--- src/rtl/shift_pkg.sv ---
// Shared encodings for the pipelined shifter: instruction op codes and the
// reduced shift class carried down the pipeline.
package shift_pkg;

    typedef enum logic [2:0] {
        SHOP_SLL  = 3'b000,
        SHOP_SRL  = 3'b001,
        SHOP_SRA  = 3'b010,
        SHOP_ROTR = 3'b011,
        SHOP_ROTL = 3'b100,
        SHOP_LUI  = 3'b101,
        SHOP_PASS = 3'b110
    } shop_e;

    // Every op reduces to one of these; ROTL becomes ROR, LUI/PASS become LEFT.
    typedef enum logic [1:0] {
        CLS_LEFT = 2'b00,
        CLS_SRL  = 2'b01,
        CLS_SRA  = 2'b10,
        CLS_ROR  = 2'b11
    } shcls_e;

endpackage

--- src/rtl/shift_stage.sv ---
// Combinational partial barrel shift: resolves NBITS amount bits whose
// lowest bit has weight 2^OFFSET, for one shift class.
module shift_stage
    import shift_pkg::*;
#(
    parameter int unsigned WIDTH  = 32,
    parameter int unsigned NBITS  = 3,
    parameter int unsigned OFFSET = 2
) (
    input  logic [WIDTH-1:0] value,
    input  shcls_e           cls,
    input  logic             sign,
    input  logic [NBITS-1:0] amt,
    output logic [WIDTH-1:0] result
);

    logic [WIDTH-1:0] chain [0:NBITS];

    assign chain[0] = value;

    for (genvar i = 0; i < NBITS; i++) begin : g_step
        localparam int unsigned K = 1 << (OFFSET + i);
        // Sign fill uses the operand's original MSB, not the partially shifted one.
        localparam logic [WIDTH-1:0] SFILL = ~({WIDTH{1'b1}} >> K);

        logic [WIDTH-1:0] cur;
        logic [WIDTH-1:0] srl;
        logic [WIDTH-1:0] step;

        assign cur = chain[i];
        assign srl = cur >> K;

        always_comb begin
            case (cls)
                CLS_LEFT: step = cur << K;
                CLS_SRL:  step = srl;
                CLS_SRA:  step = sign ? (srl | SFILL) : srl;
                default:  step = srl | (cur << (WIDTH - K));
            endcase
        end

        assign chain[i+1] = amt[i] ? step : cur;
    end

    assign result = chain[NBITS];

endmodule

--- src/rtl/pipe_shifter.sv ---
// Two-stage pipelined barrel shifter with valid/ready handshake and a tag
// that travels alongside each operation.
module pipe_shifter
    import shift_pkg::*;
#(
    parameter int unsigned WIDTH = 32,
    parameter int unsigned SHW   = $clog2(WIDTH),
    parameter int unsigned SPLIT = SHW - 2,
    parameter int unsigned TAGW  = 5
) (
    input  logic             clk,
    input  logic             reset,
    input  logic             in_valid,
    output logic             in_ready,
    input  logic [2:0]       in_op,
    input  logic             in_amtsel,
    input  logic [WIDTH-1:0] in_a,
    input  logic [WIDTH-1:0] in_b,
    input  logic [SHW-1:0]   in_shamt,
    input  logic [TAGW-1:0]  in_tag,
    output logic             out_valid,
    input  logic             out_ready,
    output logic [WIDTH-1:0] out_result,
    output logic [TAGW-1:0]  out_tag,
    output logic             out_zero
);

    localparam int unsigned LOW = SHW - SPLIT;
    localparam logic [SHW-1:0] HALF = SHW'(WIDTH / 2);

    logic             v1;
    logic             v2;
    logic             adv2;
    logic             accept;

    logic [SHW-1:0]   amt;
    logic [SHW-1:0]   d_amt;
    shcls_e           d_cls;
    logic [WIDTH-1:0] s1_next;
    logic [WIDTH-1:0] s2_next;
    logic             s2_zero;

    shcls_e           s1_cls;
    logic             s1_sign;
    logic [WIDTH-1:0] s1_val;
    logic [LOW-1:0]   s1_amt;
    logic [TAGW-1:0]  s1_tag;

    logic             unused_a;

    assign unused_a = ^in_a[WIDTH-1:SHW];

    // Handshake: out_ready feeds in_ready combinationally so a full pipe still streams.
    assign adv2      = !v2 || out_ready;
    assign in_ready  = !v1 || adv2;
    assign accept    = in_valid && in_ready;
    assign out_valid = v2;

    assign amt = in_amtsel ? in_shamt : in_a[SHW-1:0];

    always_comb begin
        d_cls = CLS_LEFT;
        d_amt = amt;
        case (in_op)
            SHOP_SLL:  d_cls = CLS_LEFT;
            SHOP_SRL:  d_cls = CLS_SRL;
            SHOP_SRA:  d_cls = CLS_SRA;
            SHOP_ROTR: d_cls = CLS_ROR;
            SHOP_ROTL: begin
                // Left rotate by n equals right rotate by (WIDTH - n) mod WIDTH.
                d_cls = CLS_ROR;
                d_amt = '0 - amt;
            end
            SHOP_LUI:  d_amt = HALF;
            default:   d_amt = '0;
        endcase
    end

    shift_stage #(
        .WIDTH  (WIDTH),
        .NBITS  (SPLIT),
        .OFFSET (LOW)
    ) u_stage1 (
        .value  (in_b),
        .cls    (d_cls),
        .sign   (in_b[WIDTH-1]),
        .amt    (d_amt[SHW-1:LOW]),
        .result (s1_next)
    );

    shift_stage #(
        .WIDTH  (WIDTH),
        .NBITS  (LOW),
        .OFFSET (0)
    ) u_stage2 (
        .value  (s1_val),
        .cls    (s1_cls),
        .sign   (s1_sign),
        .amt    (s1_amt),
        .result (s2_next)
    );

    assign s2_zero = (s2_next == '0);

    always_ff @(posedge clk or posedge reset) begin
        if (reset) begin
            v1      <= 1'b0;
            s1_cls  <= CLS_LEFT;
            s1_sign <= 1'b0;
            s1_val  <= '0;
            s1_amt  <= '0;
            s1_tag  <= '0;
        end else begin
            if (accept) begin
                v1      <= 1'b1;
                s1_cls  <= d_cls;
                s1_sign <= in_b[WIDTH-1];
                s1_val  <= s1_next;
                s1_amt  <= d_amt[LOW-1:0];
                s1_tag  <= in_tag;
            end else if (adv2) begin
                v1 <= 1'b0;
            end
        end
    end

    always_ff @(posedge clk or posedge reset) begin
        if (reset) begin
            v2         <= 1'b0;
            out_result <= '0;
            out_tag    <= '0;
            out_zero   <= 1'b1;
        end else begin
            if (v1 && adv2) begin
                v2         <= 1'b1;
                out_result <= s2_next;
                out_tag    <= s1_tag;
                out_zero   <= s2_zero;
            end else if (adv2) begin
                v2 <= 1'b0;
            end
        end
    end

endmodule

--- config.mk ---
export PLATFORM = sky130hd
export DESIGN_NAME = pipe_shifter
export DESIGN_NICKNAME = d
export VERILOG_FILES = /design/src/rtl/shift_pkg.sv /design/src/rtl/shift_stage.sv /design/src/rtl/pipe_shifter.sv
export SDC_FILE = /design/constraint.sdc
export NUM_CORES = 1
export LEC_CHECK = 0
export CAP_MARGIN = 20
export CORE_MARGIN = 3
export CORE_UTILIZATION = 30
export CTS_CLUSTER_SIZE = 40
export DETAILED_ROUTE_END_ITERATION = 7
export GPL_TIMING_DRIVEN = 1
export PLACE_DENSITY = 0.52
export SLEW_MARGIN = 20
export SYNTH_ARGS = -nofsm -noshare
export SYNTH_HDL_FRONTEND = slang
export SYNTH_SLANG_ARGS = --single-unit
--- constraint.sdc ---
create_clock -name clk -period 4.1 [get_ports clk]
set_input_delay 0.82 -clock clk [delete_from_list [all_inputs] [get_ports clk]]
set_output_delay 0.82 -clock clk [all_outputs]
set_load 0.01 [all_outputs]
==> results.md, run 1 <==
* Status: complete, no violations
* Largest family of logic cells by synthesized area: compound AO/OA/AOI/OAI gates
* Relative slew slack at a little over a quarter
* Reg2Reg Depth at 7
* Initial cell density of the core at a little under a third
* Setup CP Type: in -> reg
* Net Sw Frac at between 40% and 50%
* DP Wirelength at approximately 24,000 um
* Cell area after synthesis at around 7700 um2
* Largest net degree at the start of global routing at 69
* Critical path required time at between 4 and 5 ns
* Inserted Diodes at 0
* Synth Instances at 1,006
* Synth Register Bits at 82
* PostCTS Resize Cnt at 0
* MaxCap Viol Count at 0
* Hold Crit Depth at 2
* Reg2reg end: out_zero
* Area contributors post-synth: dfrtp_1 (26%), o21ai_0 (7.1%), nand2_1 (5.2%), mux2i_1 (4.2%), a21oi_1 (3.7%)
* Die Area at approximately 28,000 um2
* DRC viols at 0
* Clock buffer depth at 2
* Mapped Nets at between 1,000 and 1,500
* Synthesized area per cell at ~7.6 um2
* Top cell type by total area after synthesis: dfrtp_1
* Power Density at 416 nW/um2
* Crit path time final at 3.53 ns
* I/O pin count at 122
* LEAKAGE at between 3 and 4 nW
* Initial antenna violation count at 0
* Mux contribution to synthesized area at under 10%
* Worst-path fanout max at 13
* Final cell count without fillers at 1,397
* Ys Warns at 0
* Most common cell in the netlist: o21ai_0
* Port bufs at 94
* Routed wire length at roughly 32,000 um
* Share of cells above drive strength 1 at between 10% and 20%
* Synth Area in XOR/XNOR at less than 1%
* Max Clock Freq at 0.284 GHz
* Routed vias/inst at ~6.2
* Total congestion overflow at 0
* Final Cell Area at 9360 um2
* Setup Skew at just over 0.007 ns
* Logic pwr share at ~48%
* Worst-path clk slew at ~0.06 ns
* Core area at about 25,000 um2
* Unrepaired setup endpoints after global routing: no
* Layout area overhead at 22.0%
* Worst Hold Class: reg -> reg
* Reg2reg setup slack at roughly 1.3 ns
* Root Driver: clkbuf_16
* Gpl congestion at a little under 1
* Hold endpoint: out_tag[0]
* Tcrit/Tclk final at a little under nine tenths
* Peak VDD IR at ~0.00022 V
* Worst skew pair latency at around 0.35 ns
* DRT antenna net count at 0
* Seq/Total Area, Yosys at a little over a quarter
* Worst-Margin Slew at about 1.1 ns
* Crit end category: register
* Hold Slack at about 0.46 ns
* Pins over their slew limit at 0
* Final Hold Vio Count at 0
* Routed len/inst at approximately 23 um
* Total GRT Usage at 22.1%
* Cell Area, Placed at 9060 um2
* Iteration count of the initial detailed-routing pass at 6
* CTS tree: built
* Dpl cells at 1,382
* Clock Sinks at a little over 80
* Final core utilization at 37.8%
* Layout Nets at approximately 1,200
* WP data arrival at roughly 3.8 ns
* Startpoint types: input port
* DRT iter0 DRCs at 1,229
* Synth Area in Adders at less than 1%
* Post-synth EDFFs at 0
* Clock network power share at 20.6%
* Setup Buffers After CTS at 0
* Core Rows at 57
* Sequential power share at a little under a third
* Yosys cell types at 72
* Synth top area share at between 20% and 30%
* Setup WS post-layout at approximately 0.57 ns
* Via count at roughly 8,700
* Hold buffer count at cts at 0
* Reg-to-Reg Start: s1_amt[1]
* Switching power at ~1.6 mW
* Die H at around 170 um
* Synth cell count leaders: o21ai_0 (109), nand2_1 (106), dfrtp_1 (81), nor2_1 (65), a21oi_1 (57)
* DIE WIDTH at 166 um
* Top_reg_cell synth: dfrtp_1
* First-pass GRT wire length at 48,700 um
* Setup TNS at 0 ns
* Post-synthesis compound-gate area fraction at a little over a third
* Pre-CTS WS at 0.275 ns
* Post-synth ARST share at between 90% and 100%
* Num CTS Buffers at 9
* HP Start: s1_tag[0]
* Pwr Total at 3.90 mW
* Htree depth at 3
* Vias in the first global route at a little over 8,000
* # setup viols final at 0
* Simple-Gate Fraction of Synth Area at about a quarter
* Internal power at 2.31 mW
routing by layer:
layer  global-route usage (%)  routed length, um
met1                     31.3              14200
met2                     33.4              13800
met5                        0                  0
met3                     3.67               2350
met4                     9.48               1220
how the worst max path moves through the flow:
stage | startpoint | end | slack [ns] | depth (start not counted)
detailed placement | in_amtsel | s1_val[28] | 0.27 | 9
global route | in_amtsel | s1_val[28] | 0.43 | 9
finish | in_amtsel | s1_val[28] | 0.57 | 9
floorplan | in_amtsel | s1_val[20] | 1.09 | 10
CTS | in_amtsel | s1_val[28] | 0.63 | 9
global placement | in_amtsel | s1_val[28] | 0.32 | 9
worst max-delay path, cell delays in order:
cell and delay (ns):
clkdlybuf4s50_1 0.57, mux2i_1 0.13, ha_1 0.25, nand2b_1 0.27
xnor2_4 0.40, nand2_2 0.28, o21ai_0 0.54, o21ai_1 0.23
a211oi_1 0.28
power by group through the flow:
stage          clock (mW)  sequential, mW  combinational, mW
2_1_floorplan           0            1.22               1.07
3_3_place_gp            0            1.25               1.83
3_5_place_dp            0            1.25               1.83
4_1_cts             0.823            1.24               1.83
5_1_grt             0.851            1.27               2.01
6_report            0.804            1.24               1.86
final cells by class:
| type | instances | area (um2) |
|---|---|---|
| fillers | 2576 | 15400 |
| multi-input cells | 817 | 5180 |
| well taps | 324 | 405 |
| clock buffers | 11 | 243 |
| repair buffers | 149 | 1390 |
| flip-flops and latches | 82 | 2050 |
| inverters | 10 | 38.8 |
| clock inverters | 4 | 52.6 |
cell usage in the layout (no fill, tap or decap), types with 12 or more instances in the layout:
master	count
nand4_1	27
a31oi_1	15
o21ai_0	109
o2111ai_1	13
o22ai_1	13
mux2i_1	32
nor2_1	65
clkdlybuf4s50_1	94
o21ai_1	27
nand2_1	105
o21a_1	22
dfrtp_1	81
buf_4	52
nor3_1	20
or3b_2	12
nor3b_1	17
and3_1	18
nand3_1	41
a21oi_1	57
a211oi_1	16
a221oi_1	13
mux2_2	17
state kept, by name, indices dropped and copies added, names as in the netlist:
name	count
out_result	32
out_tag	5
out_valid	1
out_zero	1
s1_amt	2
s1_cls	2
s1_sign	1
s1_tag	5
s1_val	32
v1	1
cell families (layout without fill, tap and decap cells):
family | after synthesis | in the layout
muxes | 51 | 51
buffers and inverters | 107 | 174
and+or+nand+nor | 359 | 359
adders and majority gates | 1 | 1
xor gates and xnor gates | 5 | 5
DFF | 82 | 82
AOI/OAI and AO/OA | 401 | 401
Note: power is estimated with default switching activity, not from simulation.
==> inputs of run 2 (changes only) <==
Clock period 4.1 ns to 3.4 ns, I/O delays scaled along.
==> results.md, run 2 (same netlist as run 1, synthesis figures left out) <==
* Internal power at between 2 and 3 mW
* Reg2reg setup slack at about 0.64 ns
* Largest net degree at the start of global routing at slightly below 70
* DRT iter0 DRCs at between 1,000 and 1,500
* Port bufs at 94
* Final Hold Vio Count at 0
* HP Start: s1_tag[1]
* Via count at 8,683
* Htree depth at 3
* Routed vias/inst at ~6.1
* Share of cells above drive strength 1 at between 10% and 20%
* CP bufs+invs at 4
* Clock network power share at 20.1%
* Crit-path slowest cell: clkdlybuf4s50_1
* Num CTS Buffers at 9
* Logic pwr share at between 40% and 50%
* DIE WIDTH at roughly 170 um
* Power Density at just under 500 nW/um2
* MaxCap Viol Count at 0
* Worst-Margin Slew at between 0.8 and 0.9 ns
* Clock Sinks at 82
* Dpl cells at between 1,000 and 1,500
* Layout Nets at roughly 1,200
* Startpoint types: input port
* Final Cell Area at just under 10,000 um2
* Setup CP Type: in -> reg
* Max Clock Freq at 0.314 GHz
* Core area at around 25,000 um2
* Core Rows at 57
* Initial cell density of the core at between 30% and 40%
* DR WL met2 at 14,200 um
* DRC viols at 0
* Relative slew slack at between 30% and 40%
* Root Driver: clkbuf_16
* Tcrit/Tclk final at just over 90%
* Pins over their slew limit at 0
* Reg-to-Reg Start: s1_cls[1]
* Status: complete, no violations
* Routed wire length at between 30,000 and 40,000 um
* Switching power at about 1.9 mW
* Critical-path cell list: clkdlybuf4s50_1 -> mux2i_1 -> ha_1 -> inv_1 -> buf_4 -> and3_1 -> o31ai_1 -> nand3_1 -> a221oi_1 -> buf_4 -> o22ai_1
* Worst Hold Class: reg -> reg
* Layout area overhead at 25.3%
* Crit path largest cell delay at between 0.5 and 0.6 ns
* Total congestion overflow at 0
* Initial antenna violation count at 0
* Gpl congestion at ~0.96
* LEAKAGE at about 3.7 nW
* Biggest regs: out_result: 32 flops, s1_val: 32 flops
* Crit end category: register
* First-pass GRT wire length at a little under 50,000 um
* Setup Buffers After CTS at 0
* Iteration count of the initial detailed-routing pass at 6
* CP top delay family: buffers and inverters
* I/O pin count at ~120
* CTS tree: built
* Vias in the first global route at between 8,000 and 9,000
* Sequential power share at around a third
* Die Area at 27,500 um2
* DRT antenna net count at 0
* DP Wirelength at approximately 24,000 um
* Worst-path fanout max at 12
* Total GRT Usage at between 20% and 30%
* Clock buffer depth at 2
* Worst skew pair latency at roughly 0.35 ns
* M1 WL at 14,300 um
* Uppermost layer routed: met4
* Peak VDD IR at roughly 0.00025 V
* Setup Skew at around 0.0086 ns
* Worst-path clk slew at around 0.06 ns
* # setup viols final at 0
* Routed len/inst at roughly 22 um
* Most common cell after layout, fill and taps aside: o21ai_0
* Cell Area, Placed at 9320 um2
* Commonest non-fill, non-tap cells in the layout: o21ai_0 (109), nand2_1 (105), clkdlybuf4s50_1 (94), dfrtp_1 (81), buf_4 (75)
* Met3 routed WL at between 2000 and 2500 um
* Worst Setup SP: in_amtsel
* Critical path required time at ~3.6 ns
* Inserted Diodes at 0
* Crit path time final at approximately 3.2 ns
* WP data arrival at approximately 3.4 ns
* Final cell count without fillers at approximately 1,400
* Die H at around 170 um
* Net Sw Frac at around 40%
* Unrepaired setup endpoints after global routing: no
* Most used cell, CP: buf_4
## run 2: power groups by stage
| stage | registers (mW) | logic, mW | clock network (mW) |
|---|---|---|---|
| 4_1_cts | 1.49 | 2.27 | 0.980 |
| 2_1_floorplan | 1.47 | 1.29 | 0 |
| 6_report | 1.49 | 2.30 | 0.952 |
| 3_3_place_gp | 1.50 | 2.25 | 0 |
| 5_1_grt | 1.53 | 2.48 | 1.02 |
| 3_5_place_dp | 1.51 | 2.26 | 0 |
## run 2: through the flow
| stage | hold slack, ns | setup slack (ns) | power [mW] | utilization, % | setup TNS, ns |
|---|---|---|---|---|---|
| 4_1_cts | 0.471 | 0.226 | 4.74 | 38.8 | 0 |
| 3_3_place_gp | 0.451 | -0.0846 | 3.76 | 37.6 | -0.194 |
| 6_report | 0.465 | 0.220 | 4.74 | 38.9 | 0 |
| 2_1_floorplan | 0.439 | 0.526 | 2.76 | - | 0 |
| 3_5_place_dp | 0.455 | -0.0927 | 3.77 | 37.6 | -1.14 |
| 5_1_grt | 0.490 | 0.0485 | 5.03 | 38.9 | 0 |
## run 2: area by class of cell
type,count,area (um2)
clock buffers,11,233
clock inverters,5,55.1
fillers,2581,15100
inverters,10,38.8
multi-input cells,817,5190
flip-flops and latches,82,2050
well taps,324,405
repair buffers,176,1640
## run 2: final timing paths
check,endpoint,depth (start not counted)
max in group asynchronous,s1_val[9],3
worst min-delay path,out_tag[1],2
worst max-delay path,s1_val[0],11
worst max register to register,out_zero,7
min in group asynchronous,out_tag[0],2
worst min register to register,out_tag[1],2
## run 2: worst register-to-register path, delay by kind of cell, from the launching register on
family                 cells  cell delay [ns]
AOI/OAI and AO/OA          2             0.60
buffers and inverters      1             0.34
and+or+nand+nor            4             0.93
DFF                        1             0.84
## run 2: per-layer routing
layer | global-route usage, % | up-vias
li1 | - | 4050
met1 | 31.9 | 4130
met2 | 35.0 | 445
met3 | 2.69 | 58
met4 | 6.55 | 0
met5 | 0 | -
## run 2: what timing repair did
action | 4_1_cts | 5_1_grt
setup endpoints to repair | 0 | 12
resized for setup | 0 | 1
hold buffers | 0 | 0
==> inputs of run 3 (changes only) <==
Settings changed: CORE_UTILIZATION 30 to 55, PLACE_DENSITY 0.52 to 0.84.
==> results.md, run 3 (same netlist as run 1, synthesis figures left out) <==
* Via count at between 8,000 and 9,000
* DIE WIDTH at approximately 120 um
* Pins over their slew limit at 0
* Clock buffer depth at 2
* Status: complete, no violations
* Commonest non-fill, non-tap cells in the layout: o21ai_0 (109), nand2_1 (105), clkdlybuf4s50_1 (94), dfrtp_1 (81), nor2_1 (65)
* Gpl congestion at 1.03
* Total congestion overflow at 0
* Routed wire length at ~30,000 um
* DRT iter0 DRCs at approximately 1,400
* Hold buffer count at cts at 0
* Tcrit/Tclk final at between 90 and 100%
* Initial antenna violation count at 0
* WP data arrival at roughly 3.5 ns
* Fillcell total at roughly 1,100
* Crit end category: register
* Port bufs at 94
* Final cell count without fillers at roughly 1,300
* First-pass GRT wire length at between 40,000 and 50,000 um
* Max Clock Freq at ~0.31 GHz
* Net Sw Frac at a little over two fifths
* Worst Hold Class: reg -> reg
* Die H at 124 um
* DRT antenna net count at 0
* Relative slew slack at about two fifths
* Share of cells above drive strength 1 at about 13%
* Sequential power share at between 30 and 40%
* Logic pwr share at 47.7%
* Layout Nets at between 1,000 and 1,500
* I/O pin count at around 120
* Num CTS Buffers at 9
* Switching power at around 2.0 mW
* DRC viols at 0
* Routed vias/inst at ~7.1
* Reg2reg setup slack at 0.74 ns
* Critical path required time at ~3.7 ns
* Reg-to-Reg Start: s1_cls[1]
* Clock Sinks at a little over 80
* Clock network power share at a little over a fifth
* Layout area overhead at 21.8%
* Pwr Total at about 4.8 mW
* Power Density at 514 nW/um2
* Worst setup endpoint: s1_val[21]
* Setup Skew at 0.00935 ns
* Most common cell after layout, fill and taps aside: o21ai_0
* Unrepaired setup endpoints after global routing: no
* Worst Setup SP: in_amtsel
* Internal power at about 2.8 mW
* Worst-path fanout max at 9
* Largest net degree at the start of global routing at between 60 and 70
* Worst skew pair latency at 0.36 ns
* Peak VDD IR at around 0.00028 V
* MaxCap Viol Count at 0
* Biggest regs: out_result: 32 flops, s1_val: 32 flops
* Iteration count of the initial detailed-routing pass at 6
* Total GRT Usage at about two fifths
* Die Area at approximately 15,000 um2
* Core Rows at 42
* Worst-Margin Slew at roughly 0.90 ns
* DP Wirelength at between 20,000 and 25,000 um
* Worst-path clk slew at around 0.08 ns
* Initial cell density of the core at between 50% and 60%
* Reg2reg end: out_zero
* Root Driver: clkbuf_16
* Core area at 13,500 um2
* Inserted Diodes at 0
* CTS tree: built
* Crit path time final at ~3.2 ns
* Startpoint types: input port
* Vias in the first global route at ~8,200
* Setup CP Type: in -> reg
* Dpl cells at roughly 1,200
* PostCTS Resize Cnt at 0
* Setup Buffers After CTS at 0
* Routed len/inst at roughly 24 um
* # setup viols final at 0
* Final core utilization at slightly below 70%
* Htree depth at 3
* Final Hold Vio Count at 0
* Reg2Reg Depth at 7
* LEAKAGE at around 3.7 nW
[run 3: area by class of cell]
class | count | area [um2] | share of cell area [%]
timing repair buffer | 162 | 1560 | 16.7
clock inverter | 7 | 81.3 | 0.870
clock buffer | 9 | 225 | 2.41
multi-input combinational | 817 | 5160 | 55.3
inverter | 10 | 38.8 | 0.415
tap | 176 | 220 | 2.36
sequential | 82 | 2050 | 22.0
[run 3: metal layers]
metal / track usage, % / wire, um
met5: 0 / 0
met4: 21.2 / 1540
met3: 8.04 / 3400
met2: 61.2 / 13600
met1: 52.2 / 11800
[run 3: critical path: stages]
cell and delay (ns):
clkdlybuf4s50_1 0.54, mux2i_1 0.30, ha_1 0.24, inv_1 0.08
xnor2_1 0.72, a22oi_2 0.10, buf_4 0.22, o2111ai_1 0.25
o32a_1 0.19, o211a_1 0.15
[run 3: how the worst min path moves through the flow]
| stage | from | to | cells after the start |
|---|---|---|---|
| 4_1_cts | s1_tag[0] | out_tag[0] | 2 |
| 3_5_place_dp | s1_tag[0] | out_tag[0] | 2 |
| 3_3_place_gp | s1_tag[4] | out_tag[4] | 2 |
| 5_1_grt | s1_tag[4] | out_tag[4] | 2 |
| 6_report | s1_tag[4] | out_tag[4] | 2 |
| 2_1_floorplan | s1_tag[0] | out_tag[0] | 2 |
[run 3: power groups by stage]
stage | logic (mW) | registers [mW] | clock network [mW]
floorplan | 1.29 | 1.47 | 0
global placement | 2.19 | 1.49 | 0
detailed placement | 2.22 | 1.50 | 0
CTS | 2.23 | 1.48 | 1.02
global route | 2.46 | 1.53 | 1.06
finish | 2.29 | 1.50 | 1.01
[run 3: metrics by stage]
step           hold slack [ns]  setup WS [ns]  setup TNS, ns  area [um2]
2_1_floorplan            0.439          0.526              0        7680
3_3_place_gp             0.448         0.0101              0        9040
3_5_place_dp             0.449         -0.102         -0.948        9040
4_1_cts                  0.468          0.264              0        9350
5_1_grt                  0.494          0.110              0        9350
6_report                 0.467          0.217              0        9350
